--- config.mk ---
export PLATFORM = sky130hd
export DESIGN_NAME = output_port_alloc
export DESIGN_NICKNAME = d
export VERILOG_FILES = /design/src/rtl/alloc_pkg.sv /design/src/rtl/output_port_alloc_rr_pick.sv /design/src/rtl/output_port_alloc.sv
export SDC_FILE = /design/constraint.sdc
export NUM_CORES = 1
export LEC_CHECK = 0
export CORE_ASPECT_RATIO = 1.75
export CORE_MARGIN = 2
export CORE_UTILIZATION = 50
export CTS_CLUSTER_SIZE = 24
export DETAILED_ROUTE_END_ITERATION = 12
export PLACE_DENSITY = 0.77
export SYNTH_ARGS = -nofsm -noshare
export SYNTH_HDL_FRONTEND = slang
export SYNTH_SLANG_ARGS = --single-unit
--- constraint.sdc ---
create_clock -name clk -period 12.3 [get_ports clk]
set_clock_uncertainty 0.1 [all_clocks]
set_input_delay 1.23 -clock clk [delete_from_list [all_inputs] [get_ports clk]]
set_output_delay 1.23 -clock clk [all_outputs]
set_load 0.05 [all_outputs]
--- src/rtl/alloc_pkg.sv ---
// Shared types and helpers for the wormhole output-port allocator.
package alloc_pkg;

  typedef enum logic {
    IDLE   = 1'b0,
    LOCKED = 1'b1
  } alloc_state_t;

  // One-hot of idx within an n-bit field; callers size-cast the result to their width.
  function automatic logic [31:0] onehot(input int unsigned idx, input int unsigned n);
    logic [31:0] v;
    v = '0;
    if (idx < n) v = 32'd1 << idx;
    return v;
  endfunction

endpackage

--- src/rtl/output_port_alloc_rr_pick.sv ---
// Combinational round-robin picker: first set request at or after ptr_i, wrapping.
module rr_pick #(
  parameter int N  = 5,
  parameter int IW = $clog2(N)
) (
  input  logic [N-1:0]  req_i,
  input  logic [IW-1:0] ptr_i,
  output logic [N-1:0]  grant_o,
  output logic [IW-1:0] idx_o
);

  int   w_best_dist;
  int   w_dist;
  int   w_sel;
  logic w_any;

  // Rank each requester by its wrapped distance from the pointer; nearest wins.
  always_comb begin
    w_best_dist = N;
    w_dist      = 0;
    w_sel       = 0;
    w_any       = 1'b0;
    idx_o       = '0;
    for (int j = 0; j < N; j++) begin
      w_dist = (j >= int'(ptr_i)) ? (j - int'(ptr_i)) : (j + N - int'(ptr_i));
      if (req_i[j] && (w_dist < w_best_dist)) begin
        w_best_dist = w_dist;
        w_sel       = j;
        w_any       = 1'b1;
        idx_o       = IW'(j);
      end
    end
  end

  always_comb begin
    grant_o = '0;
    for (int j = 0; j < N; j++) begin
      grant_o[j] = w_any && (w_sel == j);
    end
  end

endmodule

--- src/rtl/output_port_alloc.sv ---
// Wormhole output-port allocator: round-robin head arbitration, lock until tail.
// Optional stall timeout on the lock is built when OUTPUT_ALLOC_TIMEOUT_EN is defined.
module output_port_alloc
  import alloc_pkg::*;
#(
  parameter int N_REQ   = 5,
  parameter int TIMEOUT = 64
) (
  input  logic                     clk,
  input  logic                     arst,
  input  logic [N_REQ-1:0]         req_i,
  input  logic [N_REQ-1:0]         head_i,
  input  logic [N_REQ-1:0]         tail_i,
  input  logic                     out_ready_i,
  output logic [N_REQ-1:0]         grant_o,
  output logic                     locked_o,
  output logic [$clog2(N_REQ)-1:0] owner_o,
  output logic                     timeout_o
);

  localparam int IW = $clog2(N_REQ);

  alloc_state_t     r_state;
  logic [IW-1:0]    r_ptr;
  logic [IW-1:0]    r_owner;

  logic [N_REQ-1:0] w_elig;
  logic [N_REQ-1:0] w_rr_grant;
  logic [N_REQ-1:0] w_owner_oh;
  logic [IW-1:0]    w_rr_idx;
  logic [IW-1:0]    w_win_idx;
  logic [IW-1:0]    w_next_ptr;
  logic             w_xfer;
  logic             w_win_tail;
  logic             w_force;

  // Only head flits compete for an unlocked output.
  assign w_elig = req_i & head_i;

  rr_pick #(
    .N  (N_REQ),
    .IW (IW)
  ) u_rr_pick (
    .req_i   (w_elig),
    .ptr_i   (r_ptr),
    .grant_o (w_rr_grant),
    .idx_o   (w_rr_idx)
  );

  assign w_owner_oh = N_REQ'(onehot(32'(r_owner), N_REQ));

  // While locked only the owner can move; a low owner request is a bubble.
  always_comb begin
    grant_o = '0;
    if (arst) begin
      grant_o = (r_state == LOCKED) ? (w_owner_oh & req_i) : w_rr_grant;
    end
  end

  assign w_xfer     = (|grant_o) && out_ready_i;
  assign w_win_tail = |(grant_o & tail_i);
  assign w_win_idx  = (r_state == LOCKED) ? r_owner : w_rr_idx;
  assign w_next_ptr = (w_win_idx == IW'(N_REQ - 1)) ? '0 : (w_win_idx + 1'b1);

`ifdef OUTPUT_ALLOC_TIMEOUT_EN
  localparam int CW = $clog2(TIMEOUT + 1);

  logic [CW-1:0] r_cnt;
  logic          r_timeout;

  assign w_force = (r_state == LOCKED) && !w_xfer && (r_cnt == CW'(TIMEOUT - 1));

  always_ff @(posedge clk or negedge arst) begin
    if (!arst) begin
      r_cnt     <= '0;
      r_timeout <= 1'b0;
    end else begin
      r_timeout <= w_force;
      if ((r_state != LOCKED) || w_xfer || w_force) r_cnt <= '0;
      else                                          r_cnt <= r_cnt + 1'b1;
    end
  end

  assign timeout_o = r_timeout;
`else
  assign w_force = 1'b0;
  // The stall limit has no effect unless the timeout logic is built.
  assign timeout_o = 1'b0 & (TIMEOUT < 0);
`endif

  always_ff @(posedge clk or negedge arst) begin
    if (!arst) begin
      r_state <= IDLE;
      r_ptr   <= '0;
      r_owner <= '0;
    end else begin
      case (r_state)
        IDLE: begin
          if (w_xfer) begin
            r_owner <= w_rr_idx;
            if (w_win_tail) r_ptr   <= w_next_ptr;
            else            r_state <= LOCKED;
          end
        end
        LOCKED: begin
          // Release never hands over in the same cycle; the next winner is picked from IDLE.
          if (w_force || (w_xfer && w_win_tail)) begin
            r_state <= IDLE;
            r_ptr   <= w_next_ptr;
          end
        end
      endcase
    end
  end

  assign locked_o = (r_state == LOCKED);
  assign owner_o  = r_owner;

endmodule

==> impl_metrics.py, run 1 <==
metrics = {
    "die": {
        "die_y_microns": 88.13,
        "die_area_sq_um": 4589,
        "die_w_microns": 52.07,
        "initial_utilization": 0.5230,
        "std_cell_rows": 30,
        "io_pins": 28,
        "floorplan.core_area_sq_um": 3866,
    },
    "timing": {
        "final_slew_violations": 0,
        "timing_hold_violations_final": 0,
        "layout_worst_path_cycle_share": 0.9387,
        "grt_setup_unrepaired": "no",
        "setup_tns_ns": 0,
        "slew_headroom": 0.5760,
        "period_needed_ns": 11.55,
        "setup_viol_count_final": 0,
        "achievable-frequency_mhz": 86.61,
        "worst-slew-pin-transition_ns": 0.6183,
    },
    "synthesis": {
        "synth_top_area_frac": 0.1609,
        "synth.yosys.warnings": 0,
        "post_synth_arst_share": 1.000,
        "postSynth.topFlopCell": "sky130_fd_sc_hd__dfrtp_1",
        "compound_gate_portion_of_the_synthesized_area": 0.3564,
        "post_synth_inst_count": 248,
        "ys_seq_area_frac": 0.08663,
        "post_synth_xor_area_fraction": 0.03032,
        "synthDominantAreaCellType": "sky130_fd_sc_hd__ha_1",
        "synth_area_leaders": "sky130_fd_sc_hd__ha_1 (16%), sky130_fd_sc_hd__dfrtp_1 (8.7%), sky130_fd_sc_hd__nand2_1 (3.7%), sky130_fd_sc_hd__nor2_1 (3.7%), sky130_fd_sc_hd__a21oi_1 (3.2%)",
        "synth.ff_latch_count": 7,
        "multiplexer_area_fraction_after_synthesis": 0.06683,
        "synth_area_sq_um": 2022,
        "synth-simple-area-share": 0.2438,
        "synthAdderAreaFrac": 0.1609,
        "avgSynthCellArea_sq_um": 8.153,
        "synth_fp_nets": 292,
        "main_combinational_cell_family_by_area_after_synthesis": "compound AO/OA/AOI/OAI gates",
        "number_of_distinct_library_cell_variants_in_the_gate_level_netlist_after_synthesis": 75,
        "synth_enable_flop_cells": 0,
    },
    "critical_path": {
        "type_of_element_launching_the_critical_path": "primary input",
        "max_stage_delay_ns": 0.71,
        "timing.critical_path.slowest_stage_cell": "sky130_fd_sc_hd__clkdlybuf4s50_1",
        "critical_path_peak_fanout": 7,
        "crit_arrival_ns": 10.22,
        "crit_path_frequent_cell": "sky130_fd_sc_hd__ha_1",
        "kind_of_capture_point_of_the_worst_setup_path": "output pin",
        "worst-endpoint-required_ns": 10.97,
        "path_class": "in -> out",
    },
    "global_route": {
        "grt_pass1_wl_mm": 9.273,
        "pin_count_of_the_biggest_net_entering_global_routing": 11,
        "grt_antenna_before_repair": 0,
        "first_global_vias": 2086,
        "globalRouteTotalUtil": 0.2702,
        "global_route.overflow_total": 0,
    },
    "cells_and_area": {
        "fill_cells": 344,
        "final_layout_size_suffix_gt1_frac": 0.1511,
        "multi_input_gate_area_sq_um": 1742,
        "area.sequential_sq_um": 175.2,
        "layout-area-overhead-vs-synth_pct": 18.19,
        "antennaDiodeCount": 0,
        "layout.nets": 323,
    },
    "hold_path": {
        "worstHoldPathType": "reg -> reg",
    },
    "clocking": {
        "clkSlewWorstSetupHoldPaths_ns": 0.04,
        "cts_num_sinks": 7,
        "post-cts-setup-buffers": 0,
        "tritoncts.num_buffers": 3,
        "cts-hold-fix-buffers": 0,
        "cts_tree": "yes",
        "cts.htree.levels": 1,
        "clock_tree.root_cell": "sky130_fd_sc_hd__clkbuf_8",
        "clock_insertion_delay_worst_skew_ns": 0.22,
        "bufs_on_longest_clock_path": 2,
    },
    "placed_design": {
        "gp_congestion": 0.9404,
        "hpwlAfterDp_mm": 4.737,
        "place.port_buffers": 26,
    },
    "detailed_routing": {
        "routedWlPerCell_microns": 17.25,
        "drcViolationCount": 0,
        "num_vias": 2061,
        "drt-total-wl_mm": 5.624,
        "detail_route.first_pass.iterations": 4,
        "drt_first_iter_violations": 49,
        "via_per_instance_ratio": 6.322,
        "antenna_violating_nets_post_route": 0,
    },
    "status": {
        "result_of_the_run": "completed",
    },
    "run": {
        "timing.max_cap.violations": 0,
    },
}
[Yosys cell counts (3+ instances only)]
master,count
sky130_fd_sc_hd__o2111ai_1,3
sky130_fd_sc_hd__inv_1,14
sky130_fd_sc_hd__o21a_1,3
sky130_fd_sc_hd__a21oi_1,13
sky130_fd_sc_hd__o21ai_0,10
sky130_fd_sc_hd__xor2_1,5
sky130_fd_sc_hd__mux2i_1,6
sky130_fd_sc_hd__a211oi_1,6
sky130_fd_sc_hd__ha_1,26
sky130_fd_sc_hd__nor2b_1,7
sky130_fd_sc_hd__and4b_1,3
sky130_fd_sc_hd__nand2b_1,5
sky130_fd_sc_hd__a31oi_1,3
sky130_fd_sc_hd__nand2_1,20
sky130_fd_sc_hd__nor3_1,8
sky130_fd_sc_hd__a211oi_2,3
sky130_fd_sc_hd__and2_1,5
sky130_fd_sc_hd__a21o_1,3
sky130_fd_sc_hd__nand3_1,5
sky130_fd_sc_hd__dfrtp_1,7
sky130_fd_sc_hd__nor2_1,20
[final timing paths]
kind / slack [ns] / depth (start not counted) / end / start
setup / recovery: 0.75 / 36 / grant_o[0] / req_i[0]
hold / removal: 0.52 / 1 / owner_o[0]$_DFFE_PN0P_ / owner_o[0]$_DFFE_PN0P_
setup reg to reg: 1.83 / 40 / owner_o[1]$_DFFE_PN0P_ / r_ptr[1]$_DFFE_PN0P_
hold reg to reg: 0.52 / 1 / owner_o[0]$_DFFE_PN0P_ / owner_o[0]$_DFFE_PN0P_
max in group asynchronous: 10.64 / 1 / r_ptr[2]$_DFFE_PN0P_ / arst
min in group asynchronous: 1.19 / 1 / owner_o[0]$_DFFE_PN0P_ / arst
[kinds of logic (layout without fill, tap and decap cells)]
logic type	after synthesis	after routing
AO/OA/AOI/OAI	82	82
XOR/XNOR	7	7
adder cells (fa/ha/maj)	26	26
buffers and inverters	23	53
flip-flops	7	7
multiplexers	12	12
other	1	1
AND/OR/NAND/NOR	90	90
[worst max-delay path, delay by kind of cell]
family | cells | cell delay [ns]
fa+ha+maj | 4 | 1.26
xor+xnor | 1 | 0.22
simple gates | 15 | 2.92
compound gates | 13 | 3.23
buf+inv | 3 | 1.37
[final cells by class]
class / instances / area share
multi-input combinational: 218 / 0.7288
timing repair buffer: 33 / 0.1288
sequential: 7 / 0.07330
inverter: 16 / 0.02513
tap: 48 / 0.02513
clock buffer: 4 / 0.01885
[placed cells by master (no fill, tap or decap), types with 2 or more instances in the layout]
master                            instances
sky130_fd_sc_hd__and4b_1                  3
sky130_fd_sc_hd__a21o_1                   3
sky130_fd_sc_hd__xnor2_1                  2
sky130_fd_sc_hd__xor2_1                   5
sky130_fd_sc_hd__a211oi_1                 6
sky130_fd_sc_hd__a2111oi_4                2
sky130_fd_sc_hd__o31ai_1                  2
sky130_fd_sc_hd__a21oi_1                 13
sky130_fd_sc_hd__o2111a_1                 2
sky130_fd_sc_hd__nand2_1                 20
sky130_fd_sc_hd__a31oi_1                  3
sky130_fd_sc_hd__o21a_1                   3
sky130_fd_sc_hd__inv_1                   14
sky130_fd_sc_hd__mux2_4                   2
sky130_fd_sc_hd__mux2i_1                  6
sky130_fd_sc_hd__o2111ai_1                3
sky130_fd_sc_hd__or3_4                    2
sky130_fd_sc_hd__dfrtp_1                  7
sky130_fd_sc_hd__and3_1                   2
sky130_fd_sc_hd__a211oi_2                 3
sky130_fd_sc_hd__nor2b_1                  7
sky130_fd_sc_hd__nor3_1                   8
sky130_fd_sc_hd__o32ai_2                  2
sky130_fd_sc_hd__mux2_1                   2
sky130_fd_sc_hd__buf_4                   10
sky130_fd_sc_hd__o31a_1                   2
sky130_fd_sc_hd__o21ai_0                 10
sky130_fd_sc_hd__and2_1                   5
sky130_fd_sc_hd__nor2_1                  19
sky130_fd_sc_hd__a221oi_1                 2
sky130_fd_sc_hd__clkdlybuf4s50_1         22
sky130_fd_sc_hd__nand3_1                  5
sky130_fd_sc_hd__nand2b_1                 5
sky130_fd_sc_hd__a31o_2                   2
sky130_fd_sc_hd__mux2_2                   2
sky130_fd_sc_hd__clkbuf_8                 3
sky130_fd_sc_hd__and2b_1                  2
sky130_fd_sc_hd__nand4b_1                 2
sky130_fd_sc_hd__ha_1                    26
sky130_fd_sc_hd__o21ai_4                  2
[metal layers]
| layer | global-route usage | vias to the layer above | routed length [microns] |
|---|---|---|---|
| li1 | - | 1012 | - |
| met3 | 0.02560 | 27 | 206 |
| met2 | 0.5259 | 73 | 3060 |
| met1 | 0.2503 | 949 | 2007 |
| met5 | 0 | - | 0 |
| met4 | 0.1818 | 0 | 350 |
[what timing repair did]
action | CTS | global route
resized for setup | 0 | 2
endpoints found under the hold margin | 0 | 0
endpoints found under the setup margin | 0 | 2
[stage by stage]
stage / hold WS, ns / setup slack, ns / util / std cells / cell area (sq um)
after floorplan: 0.5209 / 1.964 / - / 248 / 2022
after global placement: 0.4941 / 0.6886 / 0.6052 / 322 / 2340
after detailed placement: 0.5115 / 0.5694 / 0.6052 / 322 / 2340
after CTS: 0.5165 / 0.5397 / 0.6168 / 326 / 2385
after global routing: 0.5647 / 0.02409 / 0.6181 / 326 / 2390
final: 0.5221 / 0.7544 / 0.6181 / 326 / 2390
Power of run 1 is left out: the tool's default activity adds up to more than one toggle a clock period on the data nets, which glitch-free logic cannot reach.
==> run 2: changes to the inputs <==
--- a/config.mk
+++ b/config.mk
@@ -13,4 +13,5 @@
 export PLACE_DENSITY = 0.77
 export SYNTH_ARGS = -nofsm -noshare
 export SYNTH_HDL_FRONTEND = slang
+export SYNTH_HIERARCHICAL = 1
 export SYNTH_SLANG_ARGS = --single-unit
==> impl_metrics.py, run 2 <==
metrics = {
    "status": {
        "result_of_the_run": "completed",
    },
    "detailed_routing": {
        "drt-total-wl_mm": 5.136,
        "routedWlPerCell_microns": 16.68,
        "via_per_instance_ratio": 6.075,
        "drcViolationCount": 0,
        "num_vias": 1871,
        "antenna_violating_nets_post_route": 0,
        "detail_route.first_pass.iterations": 4,
        "drt_first_iter_violations": 56,
    },
    "global_route": {
        "grt_pass1_wl_mm": 8.583,
        "pin_count_of_the_biggest_net_entering_global_routing": 23,
        "grt_antenna_before_repair": 0,
        "globalRouteTotalUtil": 0.2512,
        "global_route.overflow_total": 0,
        "first_global_vias": 1893,
    },
    "critical_path": {
        "path_class": "in -> out",
        "timing.critical_path.max_delay_family": "compound AO/OA/AOI/OAI gates",
        "critical_path_buf_inv_count": 3,
        "crit_path_frequent_cell": "sky130_fd_sc_hd__ha_1",
        "crit_arrival_ns": 9.69,
        "kind_of_capture_point_of_the_worst_setup_path": "output pin",
        "worst-endpoint-required_ns": 10.97,
        "type_of_element_launching_the_critical_path": "primary input",
        "timing.critical_path.slowest_stage_cell": "sky130_fd_sc_hd__clkdlybuf4s50_1",
        "critical_path_peak_fanout": 10,
        "max_stage_delay_ns": 0.69,
    },
    "synthesis": {
        "post_synth_inst_count": 243,
        "synth_enable_flop_cells": 0,
        "yosys.cell_count.top_type": "sky130_fd_sc_hd__ha_1",
        "synth_fp_nets": 287,
        "synth_area_sq_um": 1981,
        "ys_seq_area_frac": 0.08844,
        "synth.top_cells.by_count": "sky130_fd_sc_hd__ha_1 (26), sky130_fd_sc_hd__inv_1 (17), sky130_fd_sc_hd__nand2_1 (17)",
        "synthDominantAreaCellType": "sky130_fd_sc_hd__ha_1",
        "avgSynthCellArea_sq_um": 8.151,
        "synth.yosys.warnings": 6,
        "postSynth.topFlopCell": "sky130_fd_sc_hd__dfrtp_1",
        "post_synth_arst_share": 1.000,
        "synth_top_area_frac": 0.1642,
        "number_of_distinct_library_cell_variants_in_the_gate_level_netlist_after_synthesis": 68,
        "synth_area_leaders": "sky130_fd_sc_hd__ha_1 (16%), sky130_fd_sc_hd__dfrtp_1 (8.8%), sky130_fd_sc_hd__mux2i_1 (7.1%), sky130_fd_sc_hd__mux2_4 (3.8%), sky130_fd_sc_hd__inv_1 (3.2%)",
        "synth.ff_latch_count": 7,
    },
    "power_and_ir_drop": {
        "power_leakage_nw": 0.9871,
        "power_per_cell_area_nw_per_um2": 286.3,
        "vdd.ir_drop.worst_mv": 0.2067,
    },
    "clocking": {
        "cts.htree.levels": 1,
        "clkSlewWorstSetupHoldPaths_ns": 0.04,
        "post_cts_resize_count": 0,
        "clock_tree.root_cell": "sky130_fd_sc_hd__clkbuf_8",
        "post-cts-setup-buffers": 0,
        "tritoncts.num_buffers": 3,
        "cts_num_sinks": 7,
        "cts_tree": "yes",
        "bufs_on_longest_clock_path": 2,
        "clock_insertion_delay_worst_skew_ns": 0.23,
        "cts-hold-fix-buffers": 0,
    },
    "die": {
        "die_w_microns": 51.58,
        "die_area_sq_um": 4500,
        "floorplan.core_area_sq_um": 3829,
        "initial_utilization": 0.5173,
        "io_pins": 28,
        "die_y_microns": 87.26,
        "std_cell_rows": 30,
    },
    "timing": {
        "final_slew_violations": 0,
        "slew_headroom": 0.4614,
        "period_needed_ns": 11.02,
        "setup_viol_count_final": 0,
        "layout_worst_path_cycle_share": 0.8962,
        "worst-slew-pin-transition_ns": 0.8041,
        "grt_setup_unrepaired": "no",
        "timing_hold_violations_final": 0,
        "achievable-frequency_mhz": 90.72,
        "setup_tns_ns": 0,
    },
    "cells_and_area": {
        "layout.nets": 305,
        "final_layout_size_suffix_gt1_frac": 0.1077,
        "layout_common_cells": "sky130_fd_sc_hd__ha_1 (26), sky130_fd_sc_hd__clkdlybuf4s50_1 (26), sky130_fd_sc_hd__inv_1 (17), sky130_fd_sc_hd__nand2_1 (17), sky130_fd_sc_hd__nor2_1 (16)",
        "layout-area-overhead-vs-synth_pct": 13.46,
        "post_layout_nonfiller_instances": 308,
        "antennaDiodeCount": 0,
    },
    "placed_design": {
        "hpwlAfterDp_mm": 4.197,
        "gp_congestion": 0.8948,
        "place.port_buffers": 26,
        "dpl.cell_count": 304,
    },
    "run": {
        "timing.max_cap.violations": 0,
    },
    "hold_path": {
        "worstHoldPathType": "reg -> reg",
    },
}
[run 2: cell types whose count changed after synthesis, sizes merged, moves of 4 or more]
cell / delta
mux2i: +8
mux2: +4
a21oi: -5
buf: +6
a211oi: -7
[run 2: metrics by stage]
step,utilization,hold slack [ns],setup slack [ns],power [mW],instance area (sq um)
floorplan,-,0.4108,2.728,0.5002,1981
global placement,0.5748,0.6123,1.508,0.6013,2201
detailed placement,0.5748,0.6230,1.343,0.6052,2201
CTS,0.5869,0.6346,1.314,0.6429,2247
global route,0.5869,0.6888,0.5674,0.7030,2247
finish,0.5869,0.6221,1.277,0.6434,2247
[run 2: worst paths after layout]
check	startpoint	endpoint	slack, ns	depth (start not counted)
max	req_i[0]	grant_o[1]	1.28	31
max in group asynchronous	arst	owner_o[0]$_DFFE_PN0P_	10.48	1
min in group asynchronous	arst	async pin	1.26	1
min reg2reg	r_ptr[1]$_DFFE_PN0P_	r_ptr[1]$_DFFE_PN0P_	0.62	1
min	r_ptr[1]$_DFFE_PN0P_	r_ptr[1]$_DFFE_PN0P_	0.62	1
max reg2reg	r_ptr[2]$_DFFE_PN0P_	owner_o[0]$_DFFE_PN0P_	2.57	35
[run 2: cell families after synthesis]
logic type / count (synthesis) / synth area share
and+or+nand+nor: 83 / 0.2350
AOI/OAI and AO/OA: 65 / 0.2622
buffers and inverters: 31 / 0.08465
adders and majority gates: 26 / 0.1642
muxes: 24 / 0.1371
DFF: 7 / 0.08844
xor gates and xnor gates: 6 / 0.02653
other: 1 / 0.001893
[run 2: layout make-up]
cell class	count	area, sq um
Clock buffer	3	41.29
Timing Repair Buffer	26	260.3
Fill cell	374	1582
Tap cell	48	60.06
Sequential cell	7	175.2
Clock inverter	1	5.005
Inverter	18	67.56
Multi-Input combinational cell	205	1638
[run 2: routing by layer]
metal / GRT usage / share of wire / vias up / wire, microns
met1: 0.2411 / 0.35 / 868 / 1818
li1: - / - / 921 / -
met3: 0.01718 / 0.027 / 20 / 139
met4: 0.1172 / 0.044 / 0 / 227
met2: 0.5093 / 0.57 / 62 / 2950
met5: 0 / 0 / - / 0
[run 2: report_power, final]
group | leakage, nW | total (mW) | switching (mW) | internal (mW)
sequential | 0.0891 | 0.0696 | 0.0374 | 0.0322
combinational | 0.873 | 0.542 | 0.310 | 0.232
clock | 0.0255 | 0.0320 | 0.0100 | 0.0219
Power figures use the tool's default switching activity.
